<file path="src/rtl/ifu_pkg.sv">
// Shared types and constants for the instruction fetch unit.
package ifu_pkg;

  localparam int unsigned INST_W = 32;
  localparam int unsigned PC_W   = 64;

  localparam logic [INST_W-1:0] NOP_INST = 32'h0000_0013;

  typedef enum logic [1:0] {
    StFetch,
    StMissWait,
    StHalt
  } ifu_state_e;

  typedef struct packed {
    logic [PC_W-1:0]   pc;
    logic [INST_W-1:0] inst;
    logic              fault;
  } fifo_entry_t;

endpackage

</file>
<file path="src/rtl/ifu_fifo.sv">
// Synchronous FIFO with flush, occupancy count and same-cycle push/pop at any fill level.
module ifu_fifo #(
  parameter int unsigned Depth = 2,
  parameter int unsigned Width = 8
) (
  input  logic                   clk_i,
  input  logic                   rst_i,
  input  logic                   flush_i,
  input  logic                   push_i,
  input  logic [Width-1:0]       wdata_i,
  input  logic                   pop_i,
  output logic [Width-1:0]       rdata_o,
  output logic                   empty_o,
  output logic [$clog2(Depth):0] count_o
);

  localparam int unsigned PtrW = $clog2(Depth);

  logic [Width-1:0] mem_q [Depth];
  logic [PtrW-1:0]  wptr_q, wptr_d, rptr_q, rptr_d;
  logic [PtrW:0]    count_q, count_d;

  // Depth is a power of two, so the pointers wrap naturally.
  always_comb begin
    wptr_d  = wptr_q;
    rptr_d  = rptr_q;
    count_d = count_q;
    if (flush_i) begin
      wptr_d  = '0;
      rptr_d  = '0;
      count_d = '0;
    end else begin
      if (push_i) wptr_d = wptr_q + PtrW'(1);
      if (pop_i)  rptr_d = rptr_q + PtrW'(1);
      count_d = count_q + (PtrW+1)'(push_i) - (PtrW+1)'(pop_i);
    end
  end

  always_ff @(posedge clk_i) begin
    if (rst_i) begin
      wptr_q  <= '0;
      rptr_q  <= '0;
      count_q <= '0;
    end else begin
      wptr_q  <= wptr_d;
      rptr_q  <= rptr_d;
      count_q <= count_d;
    end
  end

  always_ff @(posedge clk_i) begin
    if (push_i && !flush_i) mem_q[wptr_q] <= wdata_i;
  end

  assign rdata_o = mem_q[rptr_q];
  assign empty_o = (count_q == '0);
  assign count_o = count_q;

endmodule

</file>
<file path="src/rtl/ifu_fetch.sv">
// Fetch stage: owns the PC, issues 4-byte reads to the I-cache and buffers returned instructions.
// Optional misaligned-redirect trap: define IFU_MISALIGN_CHECK_EN.
module ifu_fetch
  import ifu_pkg::*;
#(
  parameter logic [63:0] RESET_PC   = 64'h0000_0000_8000_0000,
  parameter int unsigned FIFO_DEPTH = 2
) (
  input  logic        clk,
  input  logic        rst,
  input  logic        redirect_valid,
  input  logic [63:0] redirect_pc,
  output logic        out_valid,
  input  logic        out_ready,
  output logic [63:0] out_pc,
  output logic [31:0] out_inst,
`ifdef IFU_MISALIGN_CHECK_EN
  output logic        out_fault,
`endif
  output logic [63:0] cache_addr,
  output logic        cache_read,
  output logic        cache_write,
  output logic [1:0]  cache_write_len,
  output logic [63:0] cache_data_in,
  input  logic [63:0] cache_data,
  input  logic        cache_valid,
  input  logic        cache_ready
);

  localparam int unsigned CntW = $clog2(FIFO_DEPTH) + 1;

  ifu_state_e      state_q, state_d;
  logic [PC_W-1:0] pc_q, pc_d, pend_pc_q, pend_pc_d, redir_pc;
  logic            pend_q, pend_d, flt_q, flt_d;
  logic            accept, miss, push, pop, fifo_empty, redir_bad;
  logic [CntW-1:0] fifo_count;
  fifo_entry_t     push_entry, head;

`ifdef IFU_MISALIGN_CHECK_EN
  assign redir_pc  = redirect_pc;
  assign redir_bad = redirect_valid & (redirect_pc[1:0] != 2'b00);
  assign out_fault = out_valid & head.fault;
`else
  assign redir_pc  = {redirect_pc[PC_W-1:2], 2'b00};
  assign redir_bad = 1'b0;
  logic unused_fault;
  assign unused_fault = head.fault;
`endif

  logic unused_data_hi;
  assign unused_data_hi = ^cache_data[63:32];

  // State register
  always_ff @(posedge clk) begin
    if (rst) state_q <= StFetch;
    else     state_q <= state_d;
  end

  // Next state
  always_comb begin
    state_d = state_q;
    if (redirect_valid) begin
      state_d = redir_bad ? StHalt : StFetch;
    end else begin
      unique case (state_q)
        StFetch:    if (miss) state_d = StMissWait;
        StMissWait: if (!miss && cache_ready) state_d = StFetch;
        StHalt:     state_d = StHalt;
        default:    state_d = StFetch;
      endcase
    end
  end

  // Outputs: occupancy counts the in-flight beat but not a same-cycle pop.
  always_comb begin
    cache_read = 1'b0;
    if (!rst && state_q != StHalt && !redirect_valid && cache_ready) begin
      cache_read = (32'(fifo_count) + 32'(pend_q)) < FIFO_DEPTH;
    end
  end

  assign accept = cache_read & cache_valid;
  assign miss   = cache_read & ~cache_valid;

  always_comb begin
    pc_d      = pc_q;
    pend_pc_d = pend_pc_q;
    pend_d    = 1'b0;
    flt_d     = 1'b0;
    if (redirect_valid) begin
      pc_d  = redir_pc;
      flt_d = redir_bad;
    end else begin
      pend_d = accept;
      if (accept) begin
        pend_pc_d = pc_q;
        pc_d      = pc_q + 64'd4;
      end
    end
  end

  always_ff @(posedge clk) begin
    if (rst) begin
      pc_q      <= RESET_PC;
      pend_pc_q <= RESET_PC;
      pend_q    <= 1'b0;
      flt_q     <= 1'b0;
    end else begin
      pc_q      <= pc_d;
      pend_pc_q <= pend_pc_d;
      pend_q    <= pend_d;
      flt_q     <= flt_d;
    end
  end

  // A trapped redirect leaves its PC in pc_q while halted; that becomes the fault entry.
  always_comb begin
    push_entry = '{pc: pend_pc_q, inst: cache_data[INST_W-1:0], fault: 1'b0};
    if (flt_q) push_entry = '{pc: pc_q, inst: NOP_INST, fault: 1'b1};
  end

  assign push      = ~redirect_valid & (pend_q | flt_q);
  assign out_valid = ~rst & ~fifo_empty & ~redirect_valid;
  assign pop       = out_valid & out_ready;

  ifu_fifo #(
    .Depth (FIFO_DEPTH),
    .Width ($bits(fifo_entry_t))
  ) u_fifo (
    .clk_i   (clk),
    .rst_i   (rst),
    .flush_i (redirect_valid),
    .push_i  (push),
    .wdata_i (push_entry),
    .pop_i   (pop),
    .rdata_o (head),
    .empty_o (fifo_empty),
    .count_o (fifo_count)
  );

  assign out_pc          = head.pc;
  assign out_inst        = head.inst;
  assign cache_addr      = pc_q;
  assign cache_write     = 1'b0;
  assign cache_write_len = 2'b10;
  assign cache_data_in   = '0;

endmodule

</file>
<file path="config.mk">
export PLATFORM = sky130hd
export DESIGN_NAME = ifu_fetch
export DESIGN_NICKNAME = d
export VERILOG_FILES = /design/src/rtl/ifu_pkg.sv /design/src/rtl/ifu_fifo.sv /design/src/rtl/ifu_fetch.sv
export SDC_FILE = /design/constraint.sdc
export NUM_CORES = 1
export LEC_CHECK = 0
export CAP_MARGIN = 15
export CORE_MARGIN = 2
export CORE_UTILIZATION = 53
export CTS_CLUSTER_SIZE = 12
export DETAILED_ROUTE_END_ITERATION = 8
export PLACE_DENSITY_LB_ADDON = 0.3
export SYNTH_ARGS = -nofsm -noshare
export SYNTH_HDL_FRONTEND = slang
export SYNTH_SLANG_ARGS = --single-unit
</file>
<file path="constraint.sdc">
create_clock -name clk -period 14.3 [get_ports clk]
set_input_delay 4.29 -clock clk [delete_from_list [all_inputs] [get_ports clk]]
set_output_delay 4.29 -clock clk [all_outputs]
set_load 0.05 [all_outputs]
</file>
==> results.md, run 1 <==
- The flow ran to the end, and the final reports show no timing, DRC or antenna violations.
- Buffers added to address setup during post-CTS repair amount to 0.
- The critical path goes through buf_4, buf_4, or2_2, nor2_1, clkdlybuf4s50_1.
- Among all stages on the critical path, the largest delay is contributed by sky130_fd_sc_hd__buf_4.
- Once detail routing completed, the nets flagged for antenna violations numbered 0.
- The number of cells on the worst hold path is 1.
- Setup violations remaining at the end of the flow were counted as 0.
- Across the run, the number of max-cap violations was 0.
- The synthesized netlist occupies a cell area of roughly 14000 sq um.
- After filler insertion, the fill cell instance count of the layout stands at 1870.
- The share of the clock period used by the worst path after layout is 0.7655.
- The post-synthesis to final-layout area growth is 26.48%.
- The finished cells cover around 17000 sq um.
- The synthesized design contains 188 enable-type register cells.
- The placed instances occupy a cell area of 16180 sq um.
- The library cells used most frequently in the layout, excluding fill and tap cells, are sky130_fd_sc_hd__clkdlybuf4s50_1, sky130_fd_sc_hd__edfxtp_1, sky130_fd_sc_hd__nand2_1.
- The clock passes through at most 3 buffers.
- The category of the worst setup path launch point is an input pin.
- In the final layout, the share of cells above drive strength 1 is 0.1227.
- STA classifies the critical path endpoint as a primary output.
- CTS saw 320 sinks.
- The final number of hold-violating endpoints came to 0.
- The later pin in the worst-skew pair is clocked with a latency of 0.51 ns.
- The maximum ir drop on the vdd rail is 91.98 uV.
- For this block, the initial DRC count from the detailed router was between 900 and 1k.
- The worst path in the final design needs a cycle of about 11 ns, including I/O delays and setup.
- After detailed routing, the total wire length is between 30000 and 40000 microns.
- The congestion estimate from routability-driven global placement came to 0.8116.
- The Yosys step of the flow raised 0 warnings.
- The die width is 164.6 microns.
- The depth of the worst register-to-register path is 7.
- Entering global routing, the biggest net connects 74 pins.
- The commonest register cell after synthesis is sky130_fd_sc_hd__edfxtp_1.
- Setup slack on the critical path of the routed design comes to approximately 3.4 ns.
- A synthesized cell averages around 12 sq um.
- At the pin with the least slew margin, the transition time is 1.026 ns.
- Buffers inserted during clock tree synthesis total 35.
- The analysis attributes to cell leakage a power of 5.560 nW.
- On the final layout, the worst clock skew is 0.02443 ns.
- The endpoint identified for the worst register-to-register timing path is cache_addr[30].
- The die is 164.6 microns tall.
- Dividing the detail-routed wire length by the instance count gives 19.26 microns.
- For this design the ratio of total power to cell area is approximately 120 nW/um^2.
- The post-cts sizing count is 0.
- The most frequent cell on the critical path is sky130_fd_sc_hd__buf_4.
- For this design the top-level I/O count stands at 363.
- On the worst path, the slowest cell contributes a delay of 0.72 ns.
- The maximum level of the CTS H-tree is 2.
- The critical path's top delay family is buffers and inverters.
- The leftover overflow at the end of global routing is 0.
- Synthesis produced 1185 cells.
- The setup slack at placement is 3.299 ns.
- The count of pins over their slew limit is 0.
- The number of standard-cell rows in the floorplan is 58.
- The via count of the first global-routing pass is 9563.
- In this run the critical register-to-register path is launched from u_fifo.count_o[0].
- After detailed routing, the number of remaining DRC violations is 0.
- For this configuration, the core starts out at a cell density of 0.5415.
- In this run the number of cells on the critical path is 5.
- The type of the worst min-delay path is reg -> reg.
- The distinct cell type count of the synthesized netlist is 60.
- The total routing usage reported by global routing is 0.2447.
- The die area is roughly 27000 sq um.
- The initial antenna violation count came to 3.
- The category of the critical setup timing path is in -> out.
- Following the worst setup path forward leads to its endpoint at out_valid.
- Summed over all nets, the half-perimeter wirelength after detailed placement is 22030 microns.
- The remaining max-slew budget at the tightest pin is 0.3110.
- Counting both buffers and inverters, the worst setup path holds a total of 3.
- The flop-to-flop setup slack is 10.80 ns.
- The register area share after synthesis is 0.6061.
- The via count is 9936.
- Setup repair after global routing left no endpoint under its margin.
- Clock-pin slew was measured on the worst setup and hold paths at 0.05 ns.
- Of all nets on the critical path, the largest fanout is between 70 and 80.
- The commonest non-fill, non-tap cell in the layout is sky130_fd_sc_hd__clkdlybuf4s50_1.
- The number of flip-flops and latches in the synthesized netlist is 320.
- The sum of negative setup slack is 0 ns.
- The async set-or-reset flop fraction in the synthesized netlist is 0.
- The number of hold buffers added after CTS was 0.
- STA puts the critical path data required time at 10.01 ns.
- The number of vias per cell after detailed routing is 5.598.
- The cell at the root of the clock tree is sky130_fd_sc_hd__clkbuf_16.
- The global-route wire length before repair is 51600 microns.
- For the worst setup path, the data arrival time is around 6.7 ns.
- The TritonCTS clock tree is done.
- Port buffering added 257 buffers.
- The placeable core region is 25250 sq um.
- The number of nets in the layout is ~1.6k.
- In this run the worst setup path begins at rst.
- The number of detailed-route iterations in the first pass is 7.
- Derived from the worst setup path, the maximum achievable clock frequency is 0.09135 GHz.
[registers in the layout, summed over array words and instances, names as in the netlist, named ones only]
| signal | cells |
|---|---|
| cache_addr | 62 |
| pend_pc_q | 62 |
| pend_q | 1 |
| state_q | 2 |
| u_fifo.count_o | 2 |
| u_fifo.mem_q | 188 |
| u_fifo.rptr_q | 1 |
| u_fifo.wptr_q | 1 |
[how the worst min path moves through the flow]
stage / startpoint / end / slack [ns]
finish: state_q[1] / state_q[0] / 0.44
global route: pend_pc_q[58] / u_fifo.mem_q[0][90] / 0.45
CTS: state_q[1] / state_q[0] / 0.43
detailed placement: state_q[1] / state_q[0] / 0.42
global placement: state_q[1] / state_q[0] / 0.41
floorplan: state_q[1] / state_q[0] / 0.40
[layout make-up]
cell class                      instances  area, sq um  share of cell area
Clock inverter                          8        95.09            0.005498
Clock buffer                           54        997.2             0.05766
Antenna cell                            2        5.005           0.0002894
Inverter                               25        93.84            0.005426
Timing Repair Buffer                  268         2660              0.1538
Sequential cell                       320         8292              0.4794
Tap cell                              330        412.9             0.02387
Multi-Input combinational cell        768         4740              0.2740
[Yosys cell counts (3+ instances only)]
library cell	number	area, sq um
sky130_fd_sc_hd__o41a_1	4	45.04
sky130_fd_sc_hd__clkbuf_1	57	214.0
sky130_fd_sc_hd__and4_1	8	70.07
sky130_fd_sc_hd__nand3_1	14	70.07
sky130_fd_sc_hd__inv_1	23	86.33
sky130_fd_sc_hd__and2_1	7	43.79
sky130_fd_sc_hd__nor4_1	26	162.7
sky130_fd_sc_hd__a2111oi_1	5	50.05
sky130_fd_sc_hd__o31ai_1	5	37.54
sky130_fd_sc_hd__a221oi_1	3	26.28
sky130_fd_sc_hd__o211ai_1	6	45.04
sky130_fd_sc_hd__dfxtp_1	132	2643
sky130_fd_sc_hd__o21ai_0	7	35.03
sky130_fd_sc_hd__buf_4	74	555.5
sky130_fd_sc_hd__nor2_1	69	259.0
sky130_fd_sc_hd__nand4_1	28	175.2
sky130_fd_sc_hd__a311oi_1	15	131.4
sky130_fd_sc_hd__a311o_1	4	40.04
sky130_fd_sc_hd__nand2_1	172	645.6
sky130_fd_sc_hd__o31a_1	10	87.58
sky130_fd_sc_hd__a211oi_1	15	112.6
sky130_fd_sc_hd__edfxtp_1	188	5645
sky130_fd_sc_hd__xnor2_1	12	105.1
sky130_fd_sc_hd__or4_1	5	37.54
sky130_fd_sc_hd__a2111oi_0	4	35.03
sky130_fd_sc_hd__nor3_1	16	80.08
sky130_fd_sc_hd__xor2_1	7	61.31
sky130_fd_sc_hd__mux2_2	94	1059
sky130_fd_sc_hd__nand2b_1	3	18.77
sky130_fd_sc_hd__or3_1	13	81.33
sky130_fd_sc_hd__ha_1	3	37.54
sky130_fd_sc_hd__buf_1	3	11.26
sky130_fd_sc_hd__and3_1	19	118.9
sky130_fd_sc_hd__a31oi_1	10	62.56
sky130_fd_sc_hd__buf_2	6	30.03
sky130_fd_sc_hd__nor2b_1	14	87.58
sky130_fd_sc_hd__a21oi_1	67	335.3
sky130_fd_sc_hd__or2_2	4	25.02
[cells by family after synthesis]
group / count (synthesis) / share of synthesized area
other: 2 / 0.0005492
XOR/XNOR: 19 / 0.01217
AO/OA/AOI/OAI: 165 / 0.08363
multiplexers: 95 / 0.07814
AND/OR/NAND/NOR: 415 / 0.1497
flip-flops: 320 / 0.6061
buffers and inverters: 166 / 0.06698
adder cells (fa/ha/maj): 3 / 0.002745
[per-layer routing]
metal,vias to the layer above,GRT usage,wire (microns)
met2,416,0.4110,16450
met1,4776,0.3199,14120
met4,2,0.08854,1001
met3,79,0.04319,2603
li1,4663,-,-
met5,-,0,14
[per-stage QoR]
| stage | util | power [mW] | hold WS, ns | std cells |
|---|---|---|---|---|
| 4_1_cts | 0.6839 | 2.096 | 0.4313 | 1772 |
| 3_3_place_gp | 0.6406 | 1.239 | 0.4066 | 1710 |
| 6_report | 0.6848 | 2.082 | 0.4441 | 1775 |
| 3_5_place_dp | 0.6406 | 1.242 | 0.4235 | 1710 |
| 2_1_floorplan | - | 1.180 | 0.3990 | 1254 |
| 5_1_grt | 0.6848 | 2.145 | 0.4531 | 1775 |
[power by group]
| part | internal, mW | switching [mW] | leakage, nW | total [mW] |
|---|---|---|---|---|
| registers | 0.988 | 0.0263 | 2.59 | 1.01 |
| clock network | 0.516 | 0.342 | 0.530 | 0.858 |
| logic | 0.0686 | 0.142 | 2.44 | 0.210 |
[worst register-to-register path, cell delays in order (launching register included)]
cell	delay (ns)
sky130_fd_sc_hd__dfxtp_1	0.34
sky130_fd_sc_hd__a211oi_2	0.26
sky130_fd_sc_hd__nand4_1	0.16
sky130_fd_sc_hd__inv_2	0.44
sky130_fd_sc_hd__buf_4	0.60
sky130_fd_sc_hd__nand3_1	0.68
sky130_fd_sc_hd__or4_1	0.65
sky130_fd_sc_hd__a311oi_1	0.27
No activity file was read; power rests on OpenSTA's default activity.
==> run 2: changes to the inputs <==
CORE_UTILIZATION = 44   (was 53)
clock period = 8.8 ns   (was 14.3 ns; I/O delays follow)
==> run 2 against run 1 <==
Critical path depth stayed put. Wire length is 3.1% higher. Global-route usage is 3.6 points lower. First-iteration DRC count is 15% lower. Utilization is 12 points lower. Hold slack worse by 0.0082 ns. Cell area is 0.69% higher. Final cell count is 3.8% higher. Total power is 65% higher. Critical endpoint is now cache_read. Largest cell class unchanged.
==> results.md, run 2 (synthesis results as in run 1) <==
- The required time reported for the critical path endpoint is 6.16 ns (was 10.01 ns).
- The flip-flop count of the largest register after layout is 188 (unchanged).
- The critical path's largest stage delay is 0.81 ns (was 0.72 ns).
- The global placer's final weighted congestion is 0.8132 (was 0.8116).
- The maximum number of pins on one net before global-route repair came to 85 (was 74).
- The power after layout is 3.429 mW (was 2.082 mW).
- The endpoint class of the critical path is a primary output (unchanged).
- The routed wire length per instance is 19.12 microns (was 19.26 microns).
- The placeable core region is 30590 sq um (was 25250 sq um).
- The placed cell area came to 16280 sq um (was 16180 sq um).
- The number of detailed-route iterations in the first pass is 7 (unchanged).
- The via count of the first global-routing pass is 9546 (was 9563).
- The commonest non-fill, non-tap cell in the layout is sky130_fd_sc_hd__clkdlybuf4s50_1 (unchanged).
- The leftover overflow at the end of global routing was 0 (unchanged).
- The number of buffers inserted by port buffering came to 257 (unchanged).
- The I/O pin count is 363 (unchanged).
- In the finished design, the share of the clock period the worst path needs comes to 0.8024.
- The buffer count from post-CTS setup fixing is 0 (unchanged).
- The initial antenna violation count came to 0 (was 3).
- The DRC violation total after the first TritonRoute iteration was 770 (was 908).
- The remaining number of nets flagged by the antenna check after routing was 0 (unchanged).
- The die area is 32500 sq um (was 27100 sq um).
- The category of the critical setup timing path is in -> out (unchanged).
- The data arrival time at the worst-slack endpoint is 4.42 ns (was 6.66 ns).
- The sum of negative setup slack is 0 ns (unchanged).
- The worst clock skew on the final layout is 0.01096 ns (was 0.02443 ns).
- The worst-case clock buffer depth is 3 (unchanged).
- The post-cts sizing count is 0 (unchanged).
- The register bank with the most flops is u_fifo.mem_q (unchanged).
- The critical hold path startpoint is state_q[1] (unchanged).
- The category of the worst setup path launch point is an input pin (unchanged).
- After layout, the minimum clock period comes to 7.061 ns.
- The total routing usage reported by global routing was 0.2085 (was 0.2447).
- The maximum level of the CTS H-tree is 2 (unchanged).
- The remaining max-slew budget at the tightest pin came to 0.2795 (was 0.3110).
- The depth of the worst register-to-register path is 7 (unchanged).
- The worst-skew pair later-pin latency is 0.51 ns (about the same).
- The setup slack at placement came to 1.762 ns (was 3.299 ns).
- The filler-free cell count of the finished design is 1843 (was 1775).
- The slew at the pin closest to its max-slew limit is 1.073 ns (was 1.026 ns).
- The TritonCTS buffer count is 36 (was 35).
- The startpoint of the lowest-slack register-to-register path was u_fifo.count_o[0] (unchanged).
- The largest driver fanout on the critical path is 4 (was 71).
- The post-detailed-route DRC marker count is 0 (unchanged).
- The cell at the root of the clock tree is sky130_fd_sc_hd__clkbuf_16 (unchanged).
- The number of diodes added for antenna fixing is 0 (was 2).
- The global-route wire length before repair came to 53930 microns (was 51600 microns).
- The type of the worst min-delay path was reg -> reg (unchanged).
- The TritonCTS clock tree is done (unchanged).
- The final-report setup violation count is 0 (unchanged).
- The initial core utilization came to 0.4470 (was 0.5415).
- The number of vias per cell after detailed routing is 5.441 (was 5.598).
- The hold buffer count at cts is 0 (unchanged).
- The maximum ir drop on the vdd rail was 110.8 uV (was 91.98 uV).
- The total power per unit cell area is 196.9 nW/um^2 (was 120.4 nW/um^2).
- The die width is 180.3 microns (was 164.6 microns).
- The critical-path cell with the highest stage delay is sky130_fd_sc_hd__clkdlybuf4s50_1 (was sky130_fd_sc_hd__buf_4).
- The count of pins over their slew limit was 0 (unchanged).
- The static leakage was 5.587 nW (was 5.560 nW).
- The clock sink count is 320 (unchanged).
- Unrepaired setup endpoints after global routing: no (unchanged).
- Based on the critical path, the design can be clocked at up to 0.1416 GHz.
- The final number of hold-violating endpoints is 0 (unchanged).
- The number of cells on the worst hold path was 1 (unchanged).
- The post-DP HPWL came to 22880 microns (was 22030 microns).
- The final wirelength is 35240 microns (was 34190 microns).
- The die boundary height came to 180.3 microns (was 164.6 microns).
- The post-synthesis to final-layout area growth is 27.35% (was 26.48%).
- The number of nets in the layout was 1557 (was 1555).
- The number of standard-cell rows in the floorplan is 64 (was 58).
- The worst setup margin is 1.739 ns (was 3.353 ns).
- The number of max-cap violations is 0 (unchanged).
- The most frequent cell on the critical path is sky130_fd_sc_hd__clkdlybuf4s50_1 (was sky130_fd_sc_hd__buf_4).
- Result of the run: complete, no violations (unchanged).
- The launching element of the worst setup path is cache_ready (was rst).
- The via count is 10.03k (was 9936).
- Cell chain of the critical path: clkdlybuf4s50_1, nor2b_1, nand3_1, inv_1, clkdlybuf4s50_1 (was buf_4, buf_4, or2_2, nor2_1, clkdlybuf4s50_1).
- The clock-pin slew of the registers on the worst-case setup and hold paths was 0.06 ns (was 0.05 ns).
- The fraction of layout cells with a size suffix above 1 is 0.1265 (was 0.1227).
- Commonest cells after routing, fill and taps aside: sky130_fd_sc_hd__clkdlybuf4s50_1, sky130_fd_sc_hd__edfxtp_1, sky130_fd_sc_hd__nand2_1 (unchanged).
- The final instance area is 17410 sq um (was 17300 sq um).
- The total placed cells including tap cells is 1778 (was 1710).
==> run 2: area by class of cell <==
cell class,count,area (sq um)
tap,396,495.5
fill,2601,13180
clock buffer,53,1037
multi-input combinational,768,4740
sequential,320,8292
timing repair buffer,269,2655
inverter,25,93.84
clock inverter,12,101.3
==> run 2: per-stage QoR <==
step / utilization / hold WS [ns]
6_report: 0.5693 / 0.4359
5_1_grt: 0.5693 / 0.4480
4_1_cts: 0.5693 / 0.4385
3_5_place_dp: 0.5321 / 0.4228
3_3_place_gp: 0.5321 / 0.4110
2_1_floorplan: - / 0.3990
==> run 2: worst max-delay path: cells and delay by family <==
family	cells	cell delay (ns)
buffers and inverters	3	1.41
AND/OR/NAND/NOR	2	0.38
==> run 2: report_power, final <==
group	switching [mW]	leakage (nW)	internal, mW
logic	0.233	2.44	0.111
registers	0.0431	2.59	1.61
clock network	0.587	0.555	0.850
==> run 2: metal layers <==
metal	wire [microns]	up-vias	track usage
met3	2349	71	0.03820
met1	15610	4876	0.2893
met5	0	-	0
met4	1051	0	0.07032
met2	16230	420	0.3308
li1	-	4661	-
==> run 2: final timing paths <==
check	to	slack, ns
setup / recovery	cache_read	1.74
hold / removal	state_q[0]	0.44
setup reg to reg	cache_addr[35]	5.46
hold reg to reg	state_q[0]	0.44
==> run 3: changes to the inputs <==
clock period = 5.9 ns   (was 8.8 ns; I/O delays follow)
==> run 3 against run 2 <==
Sequential power is 49% higher. Utilization is 0.50 points higher. Count of clock-buffer cells in the layout rose by 1. Via count increased by 0.27%. Sequential share of layout area is 0.41 points lower. Flip-flop and latch count unchanged. Total power grew 55%. Wire length grew 1.4%.
==> results.md, run 3 (synthesis results as in run 1) <==
- The die width is 180.3 microns (unchanged).
- The worst-skew pair later-pin latency is 0.52 ns (was 0.51 ns).
- The TritonCTS buffer count is 36 (unchanged).
- The placeable core region is 30590 sq um (unchanged).
- For the finished layout, the period the worst path requires is ~4.7 ns.
- The startpoint of the lowest-slack register-to-register path was cache_addr[4] (was u_fifo.count_o[0]).
- The die area is 32500 sq um (unchanged).
- The hold buffer count at cts is 0 (unchanged).
- The final number of hold-violating endpoints is 0 (unchanged).
- The worst setup margin came to 1.180 ns (was 1.739 ns).
- The post-detailed-route DRC marker count is 0 (unchanged).
- The switching power was 1.281 mW (was 862.4 uW).
- The leftover overflow at the end of global routing was 0 (unchanged).
- The register bank with the most flops is u_fifo.mem_q (unchanged).
- The number of buffers inserted by port buffering came to 257 (unchanged).
- The global-route met3 utilization is 0.04527 (was 0.03820).
- The post-DP HPWL is 23470 microns (was 22880 microns).
- The via count of the first global-routing pass is 9804 (was 9546).
- The post-cts sizing count is 0 (unchanged).
- The filler-free cell count of the finished design is 1848 (was 1843).
- The largest driver fanout on the critical path was 4 (unchanged).
- The worst clock skew on the final layout was 0.01504 ns (was 0.01096 ns).
- The remaining number of nets flagged by the antenna check after routing is 0 (unchanged).
- The die boundary height is 180.3 microns (unchanged).
- The commonest non-fill, non-tap cell in the layout was sky130_fd_sc_hd__clkdlybuf4s50_1 (unchanged).
- The flip-flop count of the largest register after layout is 188 (unchanged).
- The total routing usage reported by global routing is 0.2125 (was 0.2085).
- The number of detailed-route iterations in the first pass came to 5 (was 7).
- The global placer's final weighted congestion came to 0.8149 (was 0.8132).
- The most crowded layer after global routing is met2 (unchanged).
- The total placed cells including tap cells came to 1780 (was 1778).
- The DRC violation total after the first TritonRoute iteration is 724 (was 770).
- The final-report setup violation count is 0 (unchanged).
- The part of the power in combinational logic was 0.096 (was 0.100).
- The setup slack at placement is 1.189 ns (was 1.762 ns).
- The number of max-cap violations is 0 (unchanged).
- The category of the critical setup timing path is in -> out (unchanged).
- The initial core utilization is 0.4470 (unchanged).
- The met2 capacity usage during global routing is 0.3476 (was 0.3308).
- The static leakage is 5.666 nW (was 5.587 nW).
- The worst-case clock buffer depth is 3 (unchanged).
- The total internal power is 4.036 mW (was 2.567 mW).
- The critical-path cell with the highest stage delay is sky130_fd_sc_hd__clkdlybuf4s50_1 (unchanged).
- The sum of negative setup slack is 0 ns (unchanged).
- The critical path's top delay family is buffers and inverters (unchanged).
- The maximum ir drop on the vdd rail was 182.9 uV (was 110.8 uV).
- The buffer count from post-CTS setup fixing is 0 (unchanged).
- The via count is 10.06k (was 10.03k).
- The final wirelength is 35720 microns (was 35240 microns).
- The slew at the pin closest to its max-slew limit is 1.040 ns (was 1.073 ns).
- The number of vias per cell after detailed routing is 5.441 (about the same).
- The routed wire length per instance is 19.33 microns (was 19.12 microns).
- The required time reported for the critical path endpoint came to 4.13 ns (was 6.16 ns).
- The clock sink count is 320 (unchanged).
- The total power per unit cell area came to 302.7 nW/um^2 (was 196.9 nW/um^2).
- The data arrival time at the worst-slack endpoint came to 2.95 ns (was 4.42 ns).
- The clock-pin slew of the registers on the worst-case setup and hold paths came to 0.06 ns (about the same).
- The type of the worst min-delay path is reg -> reg (unchanged).
- The I/O pin count is 363 (unchanged).
- The TritonCTS clock tree is done (unchanged).
- The critical hold path startpoint is state_q[1] (unchanged).
- The register share of total power is 0.462 (was 0.481).
- The remaining max-slew budget at the tightest pin is 0.3016 (was 0.2795).
- Unrepaired setup endpoints after global routing: no (unchanged).
- Cell chain of the critical path: clkdlybuf4s50_1, nor2b_1, nand3_1, inv_1, buf_4 (was clkdlybuf4s50_1, nor2b_1, nand3_1, inv_1, clkdlybuf4s50_1).
- The critical path's largest stage delay came to 0.49 ns (was 0.81 ns).
- Result of the run: complete, no violations (unchanged).
- Of the available clock period, the critical path in the final layout requires 0.8000.
- The endpoint class of the critical path is a primary output (unchanged).
- The maximum level of the CTS H-tree is 2 (unchanged).
- The number of standard-cell rows in the floorplan is 64 (unchanged).
- The number of nets in the layout is 1559 (was 1557).
- The initial antenna violation count was 2 (was 0).
- The fraction of met1 tracks used by global routing is 0.2809 (was 0.2893).
- The category of the worst setup path launch point is an input pin (unchanged).
- The net switching fraction of the power is 0.2409 (was 0.2515).
- The power after layout is 5.317 mW (was 3.429 mW).
- The count of buffering cells on the critical path with inverters included came to 3 (unchanged).
- The launching element of the worst setup path is cache_ready (unchanged).
- Commonest cells after routing, fill and taps aside: sky130_fd_sc_hd__clkdlybuf4s50_1, sky130_fd_sc_hd__edfxtp_1, sky130_fd_sc_hd__nand2_1 (unchanged).
- The post-synthesis to final-layout area growth came to 28.47% (was 27.35%).
- The global-route wire length before repair was 54940 microns (was 53930 microns).
- The maximum number of pins on one net before global-route repair is 74 (was 85).
- The count of pins over their slew limit was 0 (unchanged).
- The clock network fraction of total power is 0.441 (was 0.419).
- The fraction of layout cells with a size suffix above 1 is 0.1297 (was 0.1265).
- The cell at the root of the clock tree is sky130_fd_sc_hd__clkbuf_16 (unchanged).
- The achievable clock frequency is 0.2119 GHz.
## run 3: cell count changes in the layout (fill, tap and decap cells not counted), sizes merged
cell | before | now
clkinv | 8 | 7
inv | 26 | 25
clkbuf | 53 | 54
clkdlybuf4s50 | 255 | 253
clkinvlp | 2 | 0
diode | 0 | 2
bufinv | 1 | 5
buf | 14 | 18
## run 3: final timing paths
path / cells past startpoint / end / slack (ns)
worst max-delay path: 5 / cache_read / 1.18
worst max register to register: 5 / cache_addr[30] / 2.88
worst min-delay path: 1 / state_q[0] / 0.42
worst min register to register: 1 / state_q[0] / 0.42
## run 3: final cells by class
class / instances / area [sq um]
Fill cell: 2585 / 13020
Sequential cell: 320 / 8292
Multi-Input combinational cell: 768 / 4740
Timing Repair Buffer: 271 / 2678
Clock buffer: 54 / 1071
Tap cell: 396 / 495.5
Clock inverter: 12 / 192.7
Inverter: 25 / 93.84
Antenna cell: 2 / 5.005
## run 3: power by group through the flow
stage	Combinational [mW]	Clock (mW)	Sequential (mW)
after floorplan	0.280	0	2.58
after global placement	0.507	0	2.50
after detailed placement	0.513	0	2.51
after CTS	0.514	2.39	2.46
after global routing	0.537	2.48	2.47
final	0.513	2.35	2.46
## run 3: routing by layer
metal  part of all wire  wire, microns
met5                  0              0
met2               0.47          16740
met4              0.029           1031
met3              0.073           2593
met1               0.43          15350
## run 3: metrics by stage
stage	cell area (sq um)	utilization	hold slack (ns)
after CTS	17560	0.5741	0.4129
after floorplan	13940	-	0.3990
after global placement	16300	0.5328	0.4083
after global routing	17560	0.5742	0.4441
final	17570	0.5743	0.4183
after detailed placement	16300	0.5328	0.4182
